==> config.mk <==
export PLATFORM = sky130hd
export DESIGN_NAME = restauracao
export DESIGN_NICKNAME = d
export VERILOG_FILES = /design/src/rtl/restauracao.sv
export SDC_FILE = /design/constraint.sdc
export NUM_CORES = 1
export LEC_CHECK = 0
export ABC_AREA = 1
export CAP_MARGIN = 15
export CELL_PAD_IN_SITES_DETAIL_PLACEMENT = 1
export CELL_PAD_IN_SITES_GLOBAL_PLACEMENT = 2
export CORE_MARGIN = 4
export CORE_UTILIZATION = 32
export DETAILED_ROUTE_END_ITERATION = 10
export PLACE_DENSITY_LB_ADDON = 0.08
export SYNTH_ARGS = -nofsm -noshare
export SYNTH_HDL_FRONTEND = slang
export SYNTH_SLANG_ARGS = --single-unit
==> constraint.sdc <==
create_clock -name clk -period 3.19 [get_ports clk]
set_input_delay 0.638 -clock clk [delete_from_list [all_inputs] [get_ports clk]]
set_output_delay 0.638 -clock clk [all_outputs]
set_load 0.02 [all_outputs]
==> src/rtl/restauracao.sv <==
// Power-return resume controller: waits for mains to stabilise after an outage,
// then reloads the captured machine state into the main FSM via carga/ack_carga.
module restauracao #(
    parameter int unsigned ESTABILIZA = 16,
    parameter int unsigned TIMEOUT    = 8
) (
    input  logic       clk,
    input  logic       reset,
    input  logic       energia,
    input  logic [3:0] estado_registrado,
    input  logic       ack_carga,
    output logic       carga,
    output logic [3:0] estado_restaurado,
    output logic       bloqueio,
    output logic       pronto,
    output logic       erro
);

    localparam int unsigned EW = (ESTABILIZA > 1) ? $clog2(ESTABILIZA) : 1;
    localparam int unsigned TW = (TIMEOUT > 1) ? $clog2(TIMEOUT) : 1;
    localparam logic [EW-1:0] EST_FIM = EW'(ESTABILIZA - 1);
    localparam logic [TW-1:0] TO_FIM  = TW'(TIMEOUT - 1);

    typedef enum logic [2:0] {
        NORMAL,
        FALHA,
        ESTABILIZANDO,
        CARREGANDO,
        ERRO
    } estado_t;

    estado_t       estado;
    logic          energia_m;
    logic          energia_s;
    logic [EW-1:0] cnt_est;
    logic [TW-1:0] cnt_to;

    // Synchronizer resets high so no outage is reported out of reset
    always_ff @(posedge clk or negedge reset) begin
        if (!reset) begin
            energia_m <= 1'b1;
            energia_s <= 1'b1;
        end else begin
            energia_m <= energia;
            energia_s <= energia_m;
        end
    end

    always_ff @(posedge clk or negedge reset) begin
        if (!reset) begin
            estado            <= NORMAL;
            cnt_est           <= '0;
            cnt_to            <= '0;
            carga             <= 1'b0;
            estado_restaurado <= 4'b0;
            bloqueio          <= 1'b0;
            pronto            <= 1'b0;
            erro              <= 1'b0;
        end else begin
            pronto <= 1'b0;
            case (estado)
                // bloqueio drops one cycle after completion, so it overlaps the pronto pulse
                NORMAL: begin
                    bloqueio <= ~energia_s;
                    if (!energia_s) begin
                        estado <= FALHA;
                    end
                end
                FALHA: begin
                    bloqueio <= 1'b1;
                    if (energia_s) begin
                        estado  <= ESTABILIZANDO;
                        cnt_est <= '0;
                    end
                end
                ESTABILIZANDO: begin
                    bloqueio <= 1'b1;
                    if (!energia_s) begin
                        estado <= FALHA;
                    end else if (cnt_est == EST_FIM) begin
                        if (estado_registrado == 4'b0) begin
                            estado <= NORMAL;
                            pronto <= 1'b1;
                        end else begin
                            estado            <= CARREGANDO;
                            estado_restaurado <= estado_registrado;
                            carga             <= 1'b1;
                            cnt_to            <= '0;
                        end
                    end else begin
                        cnt_est <= cnt_est + EW'(1);
                    end
                end
                // Power loss beats ack, and ack beats timeout
                CARREGANDO: begin
                    bloqueio <= 1'b1;
                    if (!energia_s) begin
                        estado <= FALHA;
                        carga  <= 1'b0;
                    end else if (ack_carga) begin
                        estado <= NORMAL;
                        carga  <= 1'b0;
                        pronto <= 1'b1;
                    end else if (cnt_to == TO_FIM) begin
                        estado <= ERRO;
                        carga  <= 1'b0;
                        erro   <= 1'b1;
                    end else begin
                        cnt_to <= cnt_to + TW'(1);
                    end
                end
                ERRO: begin
                    bloqueio <= 1'b1;
                    if (!energia_s) begin
                        estado <= FALHA;
                        erro   <= 1'b0;
                    end
                end
                default: begin
                    estado <= NORMAL;
                    carga  <= 1'b0;
                    erro   <= 1'b0;
                end
            endcase
        end
    end

endmodule

# Word-level counts from Yosys, hierarchy flattened
# Cells that the tools add are included.
# totals
mem_bits_rw,0
rom_bits,0
mem_count,0
input_bits,8
latchBits,0
regBits,20
# op_classes
reduce_logical,15
order_cmp,0
addsub,2
div_mod_pow,0
eq_ne,19
bitwise_logic,4
mul,0
n_shift,0
muxes,39
# ops
op,count
$mux W3,13
$ne A2 B2 Y1 const B,11
$mux W1,15
$mux W4,3
$pmux W3 S4,1
$reduce_and A4 Y1,3
$reduce_and A5 Y1,2
$pmux W4 S2,1
$reduce_and A7 Y1,1
$eq A3 B2 Y1 const B,2
$eq A3 B3 Y1 const B,2
$pmux W1 S3,2
$pmux W3 S2,1
$reduce_bool A2 Y1,3
$reduce_or A3 Y1,2
$add A4 B1 Y4 const B,1
$eq A4 B4 Y1 const B,1
$logic_not A4 Y1,1
$ne A4 B4 Y1 const B,1
$not A1 Y1,4
$pmux W1 S2,2
$reduce_or A4 Y1,1
$add A3 B1 Y3 const B,1
$eq A3 B1 Y1 const B,1
4 further kinds,4

# Depth between registers and ports, before layout
# Gate-level depths: netlist of the first run.
# logic_depth
word_depth,5
ltp_mapped,9
depth_no_buf,9

# Worst setup path before layout of the first run
# Ideal clock, no wire load.
# synth_timing
kind,in2reg
startpoint,input port estado_registrado[1]
endpoint,register estado_restaurado[0]
setup_time_ps,117
t_arrival_ps,1256
path_stages,7
path_buffers,0
setup_slack_ps,1817
t_required_ps,3073
path_cell_list,nor2_1 nand2_1 inv_1 nor2_1 nand2_1 nand2_1 nand2_1
# synth_between
elab_chain_cells,3
# synth_rtl
element,line_no,rtl
from (decl),10,"input logic [3:0] estado_registrado,"
$logic_not A4 Y1,81,if (estado_registrado == 4'b0) begin
$not A1 Y1 (no source line),-,
$reduce_and A4 Y1 (no source line),-,
to (signal assigned),86,estado_restaurado <= estado_registrado;
to (decl),13,"output logic [3:0] estado_restaurado,"
# No other way between the ends.
# A chain may end at the register's enable or synchronous reset.

# Final worst setup path of the first run
# layout_timing
startpoint,register estado_restaurado[3]
endpoint,output port estado_restaurado[3]
# No word-level cell between the ends.

==> flow_summary.toml, run 1 <==
[clock_tree]
cts_setup_buffers = 0
h-tree-depth = 1
cts.path.max_buffers = 2
cts_resized = 0
cts_tree = "done"
ctsHoldBuffers = 0
clock-sinks = 20
cts_buffers = 3
cts_root_buf = "clkbuf_4"
clk_latency_ns = 0.31
clkTransAtPathRegs_ns = 0.12

[floorplan]
initial_core_util_pct = 34.3
fp.coreArea_um2 = 3130
fp.dieW_um = 65.9
die_h_um = 65.9
rows = 20
ios = 16
die-area_um2 = 4350

[drt]
ant_nets = 0
route.vias.total = 948
wire_per_inst_um = 12.3
drt_iter0_markers = 35
route.detailed.drc = 0
finalWirelength_um = 2500
drt-pass1-iter-count = 4
vias_per_cell = 4.65

[critical_path]
critical_path_arrival_ns = 1.29
r2r-start = "energia_s$_DFF_PN1_"
reg2reg_depth = 7
critPathKind = "reg -> out"
crit_path_end_kind = "output pin"
slowest_stage = "clkdlybuf4s50_1"
reg2reg_to = "cnt_to[0]$_DFFE_PN0P_"
startpoint_type = "flip-flop"
critical_path_buf_inv_count = 1
path_cells = "clkdlybuf4s50_1"
crit_required_ns = 2.55
crit_cells = 1
cpPeakStageDelay_ns = 0.61
cp_top_family = "buffers and inverters"
r2r_slack_ns = 1.64
crit_path_max_fanout = 2

[layout]
layout.nets = 172
n_antenna_cell = 0
final_util_pct = 41.8
multi_input_area_um2 = 510
instances_no_fill = 204
fill_cells = 406
seqCellArea_um2 = 503
area_growth_syn_to_layout_pct = 21.8
drive_above_1_share_pct = 11.3

[synth]
ys_ff_latch = 20
synth_nets = 153
synth_area_um2 = 1070
synth_warnings = 0
synthTopCellsByCount = "53 x nand2_1, 18 x dfrtp_1, 17 x nand3_1"
seq_area_frac_synth_pct = 46.9
synth_area_leaders = "dfrtp_1 42%, nand2_1 19%, nand3_1 7.9%"
yosysMostFrequentCell = "nand2_1"
ys_async_sr_fraction_pct = 100
synth_cells = 142
syn_area_per_cell_um2 = 7.56
synthDistinctLibCells = 17
synth_top_cell_by_area = "dfrtp_1"
synth_edf_count = 0
synth_ff_type = "dfrtp_1"
synth_top_area_share_pct = 42.0

[min_path]
hp-class = "reg -> reg"
hold_start = "energia_m$_DFF_PN1_"
whs_endpoint = "energia_s$_DFF_PN1_"
hold_depth = 0

[global_route]
grt_util_all_layers_pct = 13.9
grt_pass1_wl_um = 4710
antenna_found_initial = 0
grt_overflow = 0
grt_max_degree = 21
first_global_vias = 1051

[placed_design]
dp_hpwl_um = 1980
place_inst = 200
port_buffers = 15
gp_congestion = 0.765
dp_slack_ns = 1.09

[timing]
setup_viol = 0
fmax_mhz = 518
hold_viol = 0
fin_crit_ns = 1.93
clock-skew-final_ns = 0.00181
drv_slew = 0
fin_ws_ns = 1.26
rsz0062_at_grt = "false"
whs_ns = 0.365
period_share_pct = 60.5
worst_slew_pin_slew_ns = 0.926
tns_ns = 0
relSlewSlack_pct = 38.1

[power]
power_leakage_nw = 0.655
irDropWorstVdd_v = 0.000200
p_per_area_nw_per_um2 = 584

[job]
maxCapViolations = 0

[status]
status = "finished, final reports clean"
[placed cells by master (no fill, tap or decap), drive strengths merged, types with 2 or more instances in the layout]
| cell | count |
|---|---|
| nand3 | 18 |
| clkbuf | 4 |
| nand2 | 53 |
| ha | 3 |
| clkdlybuf4s50 | 15 |
| nor2 | 19 |
| o21ai | 7 |
| nand3b | 3 |
| dfstp | 2 |
| dfrtp | 18 |
| inv | 14 |
| a21oi | 2 |
[per-layer routing]
layer	wire (um)	vias to the layer above	track usage [%]
li1	-	488	-
met1	1200	443	17.8
met2	1180	13	23.7
met3	82	4	2.38
met4	33	0	4.66
met5	0	-	0
[where the power goes]
part | internal, mW | switching [mW] | leakage [nW]
sequential | 0.290 | 0.0415 | 0.263
combinational | 0.0971 | 0.179 | 0.370
clock | 0.0697 | 0.0866 | 0.0210
total | 0.457 | 0.307 | 0.655
[stage by stage]
stage	area [um2]	total power [mW]
final	1310	0.764
after detailed placement	1270	0.624
after global routing	1310	0.849
after global placement	1270	0.613
after CTS	1310	0.780
after floorplan	1070	0.536
[registers in the layout, indices dropped and copies added (netlist names)]
| signal | count |
|---|---|
| bloqueio | 1 |
| carga | 1 |
| cnt_est | 4 |
| cnt_to | 3 |
| energia_m | 1 |
| energia_s | 1 |
| erro | 1 |
| estado | 3 |
| estado_restaurado | 4 |
| pronto | 1 |
[logic make-up (layout without fill, tap and decap cells)]
group           Yosys count  in the layout  synth area share, %
compound gates           10             10                 4.78
fa+ha+maj                 3              3                 3.50
xor+xnor                  1              1                0.816
flops                    20             20                 46.9
simple gates             93             93                 38.5
buf+inv                  15             33                 5.59
[worst max path at each step]
stage | start | to | slack (ns)
after floorplan | estado_registrado[1] | estado_restaurado[0]$_DFFE_PN0P_ | 1.82
after global placement | estado_registrado[1] | estado_restaurado[2]$_DFFE_PN0P_ | 1.20
after detailed placement | estado_registrado[1] | estado_restaurado[1]$_DFFE_PN0P_ | 1.09
after CTS | estado_restaurado[0]$_DFFE_PN0P_ | estado_restaurado[0] | 1.25
after global routing | estado_restaurado[0]$_DFFE_PN0P_ | estado_restaurado[0] | 1.19
final | estado_restaurado[3]$_DFFE_PN0P_ | estado_restaurado[3] | 1.26
[layout make-up]
class / instances / share of cell area (%)
tap: 44 / 4.21
sequential: 20 / 38.5
timing repair buffer: 15 / 11.5
multi-input combinational: 107 / 39.0
clock buffer: 4 / 2.78
inverter: 14 / 4.02
No activity file was read; power rests on OpenSTA's default activity.
==> inputs of run 2 (changes only) <==
--- a/config.mk
+++ b/config.mk
@@ -10,7 +10,7 @@
 export CELL_PAD_IN_SITES_DETAIL_PLACEMENT = 1
 export CELL_PAD_IN_SITES_GLOBAL_PLACEMENT = 2
 export CORE_MARGIN = 4
-export CORE_UTILIZATION = 32
+export CORE_UTILIZATION = 30
 export DETAILED_ROUTE_END_ITERATION = 10
 export PLACE_DENSITY_LB_ADDON = 0.08
 export SYNTH_ARGS = -nofsm -noshare
==> constraint.sdc (replaced) <==
create_clock -name clk -period 1.9 [get_ports clk]
set_input_delay 0.38 -clock clk [delete_from_list [all_inputs] [get_ports clk]]
set_output_delay 0.38 -clock clk [all_outputs]
set_load 0.02 [all_outputs]
==> run 2 against run 1 <==
Sequential cell count stayed put. Global-route usage is 0.90 points lower. Clock power is 69% higher. Core utilization is 2.5 points lower. Final cell count is 2.5% higher. Sequential power is 68% higher. Sequential share of layout area is 0.72 points lower. Critical path depth stayed put. Non-clock buffer count is 3 higher. Largest power group unchanged.
==> flow_summary.toml, run 2 (same netlist as run 1, synthesis figures left out) <==
[timing]
clock-skew-final_ns = 0.00162
hold_viol = 0
tns_ns = 0
fin_crit_ns = 1.68
worst_slew_pin_slew_ns = 0.291
rsz0062_at_grt = "false"
relSlewSlack_pct = 80.6
setup_viol = 0
period_share_pct = 88.5
drv_slew = 0
fmax_mhz = 594

[drt]
wl_met2_um = 1200
maxUsedRoutingLayer = "met4"
vias_per_cell = 4.65
route.vias.total = 971
drt-met1-wl_um = 1210
drt-pass1-iter-count = 4
finalWirelength_um = 2530
drt_iter0_markers = 30
wire_per_inst_um = 12.1
ant_nets = 0
routed-wl-met3_um = 67
route.detailed.drc = 0

[critical_path]
cpPeakStageDelay_ns = 0.61
r2r-start = "cnt_to[0]$_DFFE_PN0P_"
path_cells = "clkdlybuf4s50_1"
crit_required_ns = 1.52
slowest_stage = "clkdlybuf4s50_1"
cp_top_family = "buffers and inverters"
critPathKind = "reg -> out"
critical_path_buf_inv_count = 1
critical_path_arrival_ns = 1.30
startpoint_type = "flip-flop"
crit_path_max_fanout = 2
crit_path_end_kind = "output pin"
cp-startpoint = "estado_restaurado[1]$_DFFE_PN0P_"

[clock_tree]
cts_resized = 0
h-tree-depth = 1
cts_buffers = 3
cts_setup_buffers = 0
clock-sinks = 20
clkTransAtPathRegs_ns = 0.12
cts_root_buf = "clkbuf_4"
cts_tree = "done"
ctsHoldBuffers = 0
clk_latency_ns = 0.31
cts.path.max_buffers = 2

[layout]
area_growth_syn_to_layout_pct = 24.1
drive_above_1_share_pct = 12.9
instances_no_fill = 209
final_cell_mix = "53 x nand2_1, 18 x dfrtp_1, 17 x nand3_1, 15 x clkdlybuf4s50_1, 13 x nor2_1"
layout_commonest_cell = "nand2_1"
n_antenna_cell = 0
layout.nets = 175
reg_top3 = "cnt_est (4), estado_restaurado (4)"

[global_route]
grt_util_all_layers_pct = 13.0
first_global_vias = 982
grt_pass1_wl_um = 4440
antenna_found_initial = 0
grt_overflow = 0
grt_max_degree = 21

[power]
irDropWorstVdd_v = 0.000374
p_sw_mw = 0.521
pwr-share-clk_pct = 20.4
pwr-share-comb_pct = 36.7
power_frac_seq_pct = 42.9
swShare_pct = 40.3
p_per_area_nw_per_um2 = 970
power_leakage_nw = 0.669
p_int_mw = 0.772

[placed_design]
gp_congestion = 0.752
port_buffers = 15
dp_hpwl_um = 1990
place_inst = 205

[floorplan]
rows = 21
fp.dieW_um = 67.8
die-area_um2 = 4600
die_h_um = 67.8
ios = 16
fp.coreArea_um2 = 3390
initial_core_util_pct = 31.7

[min_path]
hp-class = "reg -> reg"
hold_start = "energia_m$_DFF_PN1_"

[status]
status = "finished, final reports clean"

[job]
maxCapViolations = 0
==> run 2: cell count changes in the layout (fill, tap and decap cells not counted), sizes merged <==
cell | before | now
buf | 0 | 3
==> run 2: through the flow <==
| step | utilization [%] | hold slack [ns] | power, mW | setup slack, ns | instance area [um2] |
|---|---|---|---|---|---|
| 2_1_floorplan | - | 0.0844 | 0.900 | 0.545 | 1070 |
| 3_3_place_gp | 38.2 | 0.346 | 1.04 | 0.262 | 1300 |
| 3_5_place_dp | 38.2 | 0.349 | 1.05 | 0.225 | 1300 |
| 4_1_cts | 39.3 | 0.368 | 1.32 | 0.195 | 1330 |
| 5_1_grt | 39.3 | 0.372 | 1.42 | 0.154 | 1330 |
| 6_report | 39.3 | 0.366 | 1.29 | 0.218 | 1330 |
==> run 2: per-layer routing <==
| metal | vias to the layer above | global-route usage, % |
|---|---|---|
| met5 | - | 0 |
| met4 | 0 | 6.70 |
| met3 | 5 | 1.97 |
| met2 | 13 | 20.8 |
| met1 | 461 | 17.1 |
| li1 | 492 | - |
==> run 2: power by group through the flow <==
stage / sequential [mW] / clock, mW / combinational (mW)
2_1_floorplan: 0.554 / 0 / 0.345
3_3_place_gp: 0.564 / 0 / 0.475
3_5_place_dp: 0.565 / 0 / 0.487
4_1_cts: 0.556 / 0.280 / 0.487
5_1_grt: 0.568 / 0.292 / 0.555
6_report: 0.555 / 0.263 / 0.474
==> run 2: final cells by class <==
type,count,area [um2]
clock buffer,4,36.3
timing repair buffer,18,173
tap,46,57.6
sequential,20,503
inverter,14,52.6
multi-input combinational,107,510
fill,411,2060
==> run 2: final timing paths <==
kind | endpoint | slack [ns] | cells after the start
max | estado_restaurado[1] | 0.22 | 1
min | energia_s$_DFF_PN1_ | 0.37 | 0
max reg2reg | cnt_to[2]$_DFFE_PN0P_ | 0.40 | 8
min reg2reg | energia_s$_DFF_PN1_ | 0.37 | 0
max in group asynchronous | energia_s$_DFF_PN1_ | 1.24 | 2
min in group asynchronous | cnt_to[2]$_DFFE_PN0P_ | 0.39 | 2
